--- config.mk ---
export PLATFORM = sky130hd
export DESIGN_NAME = stack_sequencer_flat
export DESIGN_NICKNAME = d
export VERILOG_FILES = /design/src/rtl/stack_sequencer_if.sv /design/src/rtl/stack_sequencer.sv /design/src/flat_wrapper.sv
export SDC_FILE = /design/constraint.sdc
export NUM_CORES = 1
export LEC_CHECK = 0
export BUFFER_PORTS_ARGS = -buffer_cell sky130_fd_sc_hd__buf_2
export CAP_MARGIN = 5
export CORE_MARGIN = 2
export CORE_UTILIZATION = 50
export DETAILED_ROUTE_END_ITERATION = 10
export MAX_ROUTING_LAYER = met4
export PLACE_DENSITY = 0.83
export SLEW_MARGIN = 5
export SYNTH_ARGS = -nofsm -noshare
export SYNTH_HDL_FRONTEND = slang
export SYNTH_SLANG_ARGS = --single-unit
--- constraint.sdc ---
create_clock -name i_clk -period 4.8 [get_ports i_clk]
set_clock_uncertainty 0.15 [all_clocks]
set_input_delay 0.48 -clock i_clk [delete_from_list [all_inputs] [get_ports i_clk]]
set_output_delay 0.48 -clock i_clk [all_outputs]
set_load 0.01 [all_outputs]
--- src/rtl/stack_sequencer_if.sv ---
// CPU-side request/response bundle for stack_sequencer.
// master = CPU (issues requests), slave = sequencer (accepts and responds).
interface stack_sequencer_if #(
  parameter int WIDTH = 16
);
  logic             i_req_valid;
  logic             o_req_ready;
  logic [2:0]       i_req_op;
  logic [WIDTH-1:0] i_req_data;
  logic             o_rsp_valid;
  logic [1:0]       o_rsp_err;
  logic [WIDTH-1:0] o_rsp_A;
  logic [WIDTH-1:0] o_rsp_B;

  modport master (
    output i_req_valid, i_req_op, i_req_data,
    input  o_req_ready, o_rsp_valid, o_rsp_err, o_rsp_A, o_rsp_B
  );

  modport slave (
    input  i_req_valid, i_req_op, i_req_data,
    output o_req_ready, o_rsp_valid, o_rsp_err, o_rsp_A, o_rsp_B
  );
endinterface

--- src/rtl/stack_sequencer.sv ---
// Depth-checking front end for the hardware data stack: one op at a time, fetch then store.
// Optional STACK_SEQ_HIGHWATER_EN adds o_high_water (max depth seen since reset).
module stack_sequencer #(
  parameter int WIDTH = 16,
  parameter int DEPTH = 8
) (
  input  logic                   i_clk,
  input  logic                   i_rst,
  stack_sequencer_if.slave       cpu,
  output logic [$clog2(DEPTH):0] o_depth,
`ifdef STACK_SEQ_HIGHWATER_EN
  output logic [$clog2(DEPTH):0] o_high_water,
`endif
  output logic                   o_stk_fetch,
  output logic                   o_stk_store,
  output logic [2:0]             o_stk_function,
  output logic [WIDTH-1:0]       o_stk_write_D,
  input  logic [WIDTH-1:0]       i_stk_read_A,
  input  logic [WIDTH-1:0]       i_stk_read_B
);
  localparam int DW = $clog2(DEPTH) + 1;
  localparam logic [DW-1:0] FULL = DW'(DEPTH);

  typedef enum logic [2:0] {
    OP_PUSH   = 3'b000,
    OP_D1PUSH = 3'b001,
    OP_D2PUSH = 3'b010,
    OP_SWAP   = 3'b011,
    OP_DROP   = 3'b100,
    OP_DROP2  = 3'b101,
    OP_ROLL   = 3'b110,
    OP_PEEK   = 3'b111
  } op_t;

  typedef enum logic [2:0] {
    S_IDLE, S_FETCH, S_STORE, S_CAPTURE, S_RSP
  } state_t;

  state_t           state_q, state_d;
  logic             ready_q;
  op_t              func_q;
  logic [WIDTH-1:0] data_q;
  logic [1:0]       err_q, err_d;
  logic [DW-1:0]    depth_q, depth_d;
  logic [WIDTH-1:0] rsp_a_q, rsp_b_q;
  logic             accept;

  // Error code for an op given the current depth: bit0 underflow, bit1 overflow.
  function automatic logic [1:0] depth_check(input op_t op, input logic [DW-1:0] d);
    logic [1:0] e;
    e = 2'b00;
    case (op)
      OP_PUSH:                       e = (d == FULL)     ? 2'b10 : 2'b00;
      OP_D1PUSH, OP_DROP:            e = (d < DW'(1))    ? 2'b01 : 2'b00;
      OP_D2PUSH, OP_SWAP, OP_DROP2:  e = (d < DW'(2))    ? 2'b01 : 2'b00;
      OP_ROLL:                       e = (d < DW'(3))    ? 2'b01 : 2'b00;
      default:                       e = 2'b00;
    endcase
    return e;
  endfunction

  assign accept = cpu.i_req_valid && ready_q;

  // NOTE: every variable is given a default before the case so no path can infer a latch.
  always_comb begin
    state_d = state_q;
    err_d   = err_q;
    depth_d = depth_q;
    case (state_q)
      S_IDLE: if (accept) begin
        err_d   = depth_check(op_t'(cpu.i_req_op), depth_q);
        state_d = (err_d != 2'b00) ? S_RSP : S_FETCH;
      end
      S_FETCH: state_d = S_STORE;
      S_STORE: begin
        state_d = (func_q == OP_PEEK) ? S_CAPTURE : S_RSP;
        case (func_q)
          OP_PUSH:            depth_d = depth_q + DW'(1);
          OP_D2PUSH, OP_DROP: depth_d = depth_q - DW'(1);
          OP_DROP2:           depth_d = depth_q - DW'(2);
          default:            depth_d = depth_q;
        endcase
      end
      S_CAPTURE: state_d = S_RSP;
      S_RSP:     state_d = S_IDLE;
      default:   state_d = S_IDLE;
    endcase
  end

  // NOTE: ready is a register so it stays 0 throughout reset and rises one cycle after release.
  always_ff @(posedge i_clk or negedge i_rst) begin
    if (!i_rst) begin
      state_q <= S_IDLE;
      ready_q <= 1'b0;
      func_q  <= OP_PUSH;
      data_q  <= '0;
      err_q   <= 2'b00;
      depth_q <= '0;
      rsp_a_q <= '0;
      rsp_b_q <= '0;
    end else begin
      state_q <= state_d;
      ready_q <= (state_d == S_IDLE);
      err_q   <= err_d;
      depth_q <= depth_d;
      if (accept) begin
        func_q <= op_t'(cpu.i_req_op);
        data_q <= cpu.i_req_data;
      end
      if (state_q == S_CAPTURE) begin
        rsp_a_q <= i_stk_read_A;
        rsp_b_q <= i_stk_read_B;
      end
    end
  end

`ifdef STACK_SEQ_HIGHWATER_EN
  logic [DW-1:0] hw_q;
  always_ff @(posedge i_clk or negedge i_rst) begin
    if (!i_rst)              hw_q <= '0;
    else if (depth_d > hw_q) hw_q <= depth_d;
  end
  assign o_high_water = hw_q;
`endif

  assign cpu.o_req_ready = ready_q;
  assign cpu.o_rsp_valid = (state_q == S_RSP);
  assign cpu.o_rsp_err   = (state_q == S_RSP) ? err_q : 2'b00;
  assign cpu.o_rsp_A     = rsp_a_q;
  assign cpu.o_rsp_B     = rsp_b_q;
  assign o_depth         = depth_q;
  assign o_stk_fetch     = (state_q == S_FETCH);
  assign o_stk_store     = (state_q == S_STORE);
  assign o_stk_function  = func_q;
  assign o_stk_write_D   = data_q;
endmodule

--- src/flat_wrapper.sv ---
// flat-port wrapper written by rule: the top's interface ports become plain ports
module stack_sequencer_flat 
#(
  parameter int WIDTH = 16,
  parameter int DEPTH = 8
)
  (i_clk, i_rst, o_depth, o_stk_fetch, o_stk_store, o_stk_function, o_stk_write_D, i_stk_read_A, i_stk_read_B, cpu_i_req_valid, cpu_i_req_op, cpu_i_req_data, cpu_o_req_ready, cpu_o_rsp_valid, cpu_o_rsp_err, cpu_o_rsp_A, cpu_o_rsp_B);
  stack_sequencer_if #(.WIDTH(WIDTH)) cpu_i ();
  input  logic i_clk;
  input  logic i_rst;
  output logic [$clog2(DEPTH):0] o_depth;
  output logic o_stk_fetch;
  output logic o_stk_store;
  output logic [2:0] o_stk_function;
  output logic [WIDTH-1:0] o_stk_write_D;
  input  logic [WIDTH-1:0] i_stk_read_A;
  input  logic [WIDTH-1:0] i_stk_read_B;
  input wire logic [$bits(cpu_i.i_req_valid)-1:0] cpu_i_req_valid;
  input wire logic [$bits(cpu_i.i_req_op)-1:0] cpu_i_req_op;
  input wire logic [$bits(cpu_i.i_req_data)-1:0] cpu_i_req_data;
  output wire logic [$bits(cpu_i.o_req_ready)-1:0] cpu_o_req_ready;
  output wire logic [$bits(cpu_i.o_rsp_valid)-1:0] cpu_o_rsp_valid;
  output wire logic [$bits(cpu_i.o_rsp_err)-1:0] cpu_o_rsp_err;
  output wire logic [$bits(cpu_i.o_rsp_A)-1:0] cpu_o_rsp_A;
  output wire logic [$bits(cpu_i.o_rsp_B)-1:0] cpu_o_rsp_B;
  assign cpu_i.i_req_valid = cpu_i_req_valid;
  assign cpu_i.i_req_op = cpu_i_req_op;
  assign cpu_i.i_req_data = cpu_i_req_data;
  assign cpu_o_req_ready = cpu_i.o_req_ready;
  assign cpu_o_rsp_valid = cpu_i.o_rsp_valid;
  assign cpu_o_rsp_err = cpu_i.o_rsp_err;
  assign cpu_o_rsp_A = cpu_i.o_rsp_A;
  assign cpu_o_rsp_B = cpu_i.o_rsp_B;
  stack_sequencer #(.WIDTH(WIDTH), .DEPTH(DEPTH)) u_core (.i_clk(i_clk), .i_rst(i_rst), .cpu(cpu_i), .o_depth(o_depth), .o_stk_fetch(o_stk_fetch), .o_stk_store(o_stk_store), .o_stk_function(o_stk_function), .o_stk_write_D(o_stk_write_D), .i_stk_read_A(i_stk_read_A), .i_stk_read_B(i_stk_read_B));
endmodule
## Word-level counts from Yosys, hierarchy flattened

Cells that the tools add are included.

- Add/subtract/negate cells: 3
- Multiply operators: 0
- Div/mod/pow operators: 0
- $lt $le $gt $ge: 3
- Eq/ne operators: 15
- Shift-type cells: 0
- Multiplexer cells: 13
- Bitwise gates (word level): 0
- Reduce and logical (&&, ||, !) cells: 12

Operators with widths:

| cell | number |
|---|---|
| $eq 3x3->1 const B | 7 |
| $eq 3x2->1 const B | 5 |
| $logic_not 3->1 | 4 |
| $pmux 3 s4 | 1 |
| $pmux 4 s3 | 1 |
| $mux 3 | 3 |
| $lt 4x2->1 const B | 2 |
| $mux 2 | 4 |
| $pmux 2 s4 | 1 |
| $eq 3x1->1 const B | 2 |
| $add 4x1->4 const B | 1 |
| $eq 4x4->1 const B | 1 |
| $lt 4x1->1 const B | 1 |
| $reduce_and 2->1 | 2 |
| $reduce_or 2->1 | 2 |
| $sub 4x1->4 const B | 1 |
| $sub 4x2->4 const B | 1 |
| $mux 1 | 3 |
| $reduce_bool 3->1 | 1 |
| $reduce_or 3->1 | 1 |
| $reduce_bool 2->1 | 1 |
| $logic_and 1x1->1 | 1 |

- Bits in registers: 61
- Latch bits: 0
- RAM bits: 0
- ROM bits: 0
- Input port bits: 54
- Output and inout port bits: 61
- Word-level logic and storage cells: 54
- Memories: 0

## Depth between registers and ports, before layout

- Word-level depth: 10
- Gate-level depth with buffers: 6
- Depth with buffers taken out: 6

## Least setup slack after synthesis

OpenSTA, ideal clock, no wires.

- Path kind: flip-flop to flip-flop
- Start point: reg u_core.depth_q[1], in the netlist u_core.o_depth[1]
- End point: reg u_core.err_q[0]
- Library setup time: 66 ps
- Arrival: 1756 ps
- Data required time: 4584 ps
- Path slack: 2829 ps
- Cell stages (with the launch flop): 7
- Path buffers: 0
- Period minus slack after synthesis: 1971 ps
- Cells stage by stage: dfrtp_1 inv_1 ha_1 nor2_1 a211o_1 a2111oi_2 mux2_2

- Cells in the longest elaborated chain, start to end: 5
- Elaborated cells on any way between the ends: 9
- Classes of those cells: order compare: 3; mux: 6

RTL lines:

| element | RTL line | text |
|---|---|---|
| start: declaration | stack_sequencer.sv:44 | `logic [DW-1:0] depth_q, depth_d;` |
| start signal: assignment | stack_sequencer.sv:105 | `depth_q <= depth_d;` |
| $lt 4x2->1 (tied with other cells) | stack_sequencer.sv:56 | `OP_ROLL: e = (d < DW'(3)) ? 2'b01 : 2'b00;` |
| $mux 1, on equally long branches | stack_sequencer.sv:56, stack_sequencer.sv:54, stack_sequencer.sv:55 |  |
| $pmux 2 s4 * | stack_sequencer.sv:52 | `case (op)` |
| $mux 2 * | stack_sequencer.sv:70 | `S_IDLE: if (accept) begin` |
| $mux 2 * | stack_sequencer.sv:69 | `case (state_q)` |
| end signal: assignment | stack_sequencer.sv:104 | `err_q <= err_d;` |
| end: declaration | stack_sequencer.sv:43 | `logic [1:0] err_q, err_d;` |

Every way passes the cells marked *; elsewhere a longest branch is shown, timed or not. The select of a mux whose other input is x is not followed.
A chain may end at the register's enable or synchronous reset.

## Final worst setup path

- Start point: reg u_core.state_q[2]
- End point: out o_stk_store

- Cells in the longest elaborated chain, start to end: 1

RTL lines:

| element | RTL line | text |
|---|---|---|
| start: declaration | stack_sequencer.sv:39 | `state_t state_q, state_d;` |
| start signal: assignment | stack_sequencer.sv:102 | `state_q <= state_d;` |
| $eq 3x2->1 | stack_sequencer.sv:133 | `assign o_stk_store = (state_q == S_STORE);` |
| end: declaration | flat_wrapper.sv:13 | `output logic o_stk_store;` |

Every way passes these cells.

==> results by group <==
Clock network
  • Root Driver: clkbuf_8
  • PostCTS Resize Cnt: 0
  • Skew-Pair Late Insertion Delay: 320 ps
  • Num Clock Sinks: 61
  • Clock Pin Slew Worst Setup and Hold Paths: 70 ps
  • H-tree depth: 3
  • Clock Tree Buf Depth: 2
  • CTS tree: yes
  • CTS buffer count: 9
  • Cts hold-fix bufs: 0
  • Number of setup buffers added after CTS: 0

Global routing
  • First-pass GRT wire length: 9591 um
  • Antenna violations before repair: 0
  • Remaining global-route overflow: 0
  • Vias in the first global route: 1960
  • Largest net degree at the start of global routing: 62
  • All-layer global routing usage: 0.2116

Placed design
  • Hpwl dp: 4175 um
  • Port Buffers: 114
  • RD Place Congestion: 0.8588
  • Placed cells: 376

Drt
  • Final wirelength: 5659 um
  • DR vias: 1961
  • WL/cell: 14.44 um
  • 1st-pass router iterations: 4
  • Mean number of vias per cell: 5.003
  • DRC violation total after the first TritonRoute iteration: 62
  • DRC: 0
  • Antenna Nets Post-Route: 0

Die
  • Std-Cell Rows: 26
  • Core Region: 5140 sq um
  • Die area: 5975 sq um
  • Starting Density: 0.5226
  • Top Ports: 115
  • Die width: 77.30 um
  • Die Ht: 77.30 um

STA
  • # setup viols final: 0
  • RSZ-0062 raised after global routing: no
  • Max_slew headroom: 0.4328
  • Worst slew pin tran: 848.7 ps
  • Slew Limit Fails: 0
  • Period utilization: 0.4531
  • FMAX: 0.4598 GHz
  • Post-layout min period: 2175 ps
  • Final-report hold violation count: 0
  • Setup tns final: 0 ps

Cells and area
  • Area Overhead vs Synth: 31.72%
  • Share of cells above drive strength 1: 0.4720
  • Final #Nets: 377
  • Final Instance Count excl. Fillers: 392
  • # diodes: 0

Logic synthesis
  • Sequential-to-total area share from yosys stat: 0.5682
  • Top cells by area, synth: dfrtp_1, mux2_1, mux2_2, ha_1, nand2_1
  • Yosys cell types: 45
  • YS warnings: 0
  • Cells after Synth: 199
  • Post-Syn Nets: 259
  • Dominant cell type by area after synthesis: dfrtp_1
  • Syn Std Cell Area: 2686 sq um
  • Mean Syn Cell Area: 13.50 sq um
  • #FFs+latches synth: 61
  • Synth top area share: 0.5682

Min path
  • Worst hold path class: in2async

Power and ir drop
  • Clk pwr share: 0.215
  • Int Power: 1512 uW
  • Psw: 813.5 uW
  • Static Leak: 0.001755 uW
  • Overall power: 2326 uW
  • PwrDens: 657.3 nW/um^2
  • Gate power share: 0.379
  • Flop pwr share: 0.406
  • Max IR drop VDD: 0.0003590 V
  • Sw Ratio: 0.3498

Worst setup path
  • CP max FO: 9
  • R2R Setup Slk: 2650 ps
  • Crit path DAT: 1540 ps
  • Worst EP required: 4170 ps
  • Crit Path Category: reg2out
  • Crit end category: output pin
  • Crit start category: register

Outcome
  • Status: finished clean

Flow run
  • MaxCap Viol Count: 0
==> area by class of cell <==
type,instances,area (sq um)
clock buffer,13,148.9
inverter,7,26.28
multi-input combinational,122,1095
fill,417,1602
sequential,61,1526
timing repair buffer,116,585.6
tap,70,87.58
clock inverter,3,68.82
==> logic make-up after synthesis <==
| logic type | after synthesis | synth area share |
|---|---|---|
| XOR/XNOR | 3 | 0.009783 |
| AO/OA/AOI/OAI | 25 | 0.07266 |
| adder cells (fa/ha/maj) | 6 | 0.02795 |
| AND/OR/NAND/NOR | 36 | 0.07965 |
| flip-flops | 61 | 0.5682 |
| buffers and inverters | 16 | 0.02422 |
| multiplexers | 52 | 0.2175 |
==> stage by stage <==
step,utilization,setup slack (ps),cell area [sq um],hold slack [ps]
6_report,0.6884,2625,3538,159.5
2_1_floorplan,-,2829,2686,34.41
3_5_place_dp,0.6461,2510,3321,325.4
4_1_cts,0.6884,2614,3538,182.1
5_1_grt,0.6884,2514,3538,201.6
3_3_place_gp,0.6461,2541,3321,317.7
==> state kept, by name, indices dropped and copies added, names as in the netlist <==
name                    flops
u_core.cpu.o_req_ready      1
u_core.cpu.o_rsp_A         16
u_core.cpu.o_rsp_B         16
u_core.err_q                2
u_core.o_depth              4
u_core.o_stk_function       3
u_core.o_stk_write_D       16
u_core.state_q              3
==> cell usage after synthesis (all sizes together) <==
cell type,n
a2111oi,1
a211o,1
a211oi,3
a21boi,1
a21o,3
a21oi,3
a221o,1
a221oi,1
a311oi,1
a31oi,1
and2,2
and3,3
and4b,1
buf,6
clkbuf,3
dfrtp,61
ha,6
inv,7
mux2,51
mux2i,1
nand2,8
nand2b,2
nand3b,1
nand4b,1
nor2,4
nor2b,3
nor3,3
nor3b,3
nor4,2
nor4b,1
o21ai,3
o22ai,2
o2bb2ai,1
o311a,1
o31ai,2
or2,1
or3b,1
xnor2,1
xor2,2
==> critical path, stage by stage (launching register included) <==
cell,delay [ps]
dfrtp_1,470
or3b_1,530
inv_1,90
buf_2,130
==> power by group through the flow <==
stage          combinational, uW  clock [uW]  sequential [uW]
2_1_floorplan                446           0             1020
3_3_place_gp                 867           0              937
3_5_place_dp                 898           0              952
4_1_cts                      896         510              944
5_1_grt                      968         535              985
6_report                     882         499              944
==> layout by cell type, fill, tap and decap left out, drive strengths merged, types with 2 or more instances in the layout <==
cell type    n
a21oi        3
a211oi       3
xor2         2
nor3         3
ha           6
nor2         4
dfrtp       61
nor3b        3
o21ai        3
a21o         3
o22ai        2
bufinv       2
inv          7
buf        116
and2         2
nor4         2
mux2        51
nor2b        3
o31ai        2
nand2        8
clkbuf      13
nand2b       2
and3         3
==> routing by layer <==
layer	routed length, um	share of wire	global-route usage
met5	0	0	-
met4	93	0.016	0.1071
met3	284	0.050	0.03294
met2	2882	0.51	0.3313
met1	2398	0.42	0.2684
==> final timing paths <==
check	startpoint	to	cells after the start
setup reg to reg	u_core.o_depth[1]$_DFFE_PN0P_	u_core.err_q[0]$_DFFE_PN0P_	6
hold reg to reg	u_core.cpu.o_rsp_B[14]$_DFFE_PN0N_	u_core.cpu.o_rsp_B[14]$_DFFE_PN0N_	1
setup / recovery	u_core.state_q[2]$_DFF_PN0_	o_stk_store	3
max in group asynchronous	i_rst	u_core.o_stk_write_D[4]$_DFFE_PN0P_	2
min in group i_clk	i_stk_read_B[15]	u_core.cpu.o_rsp_B[15]$_DFFE_PN0N_	2
hold / removal	i_rst	u_core.cpu.o_rsp_A[12]$_DFFE_PN0N_	2
(Power assumes the default switching activity.)
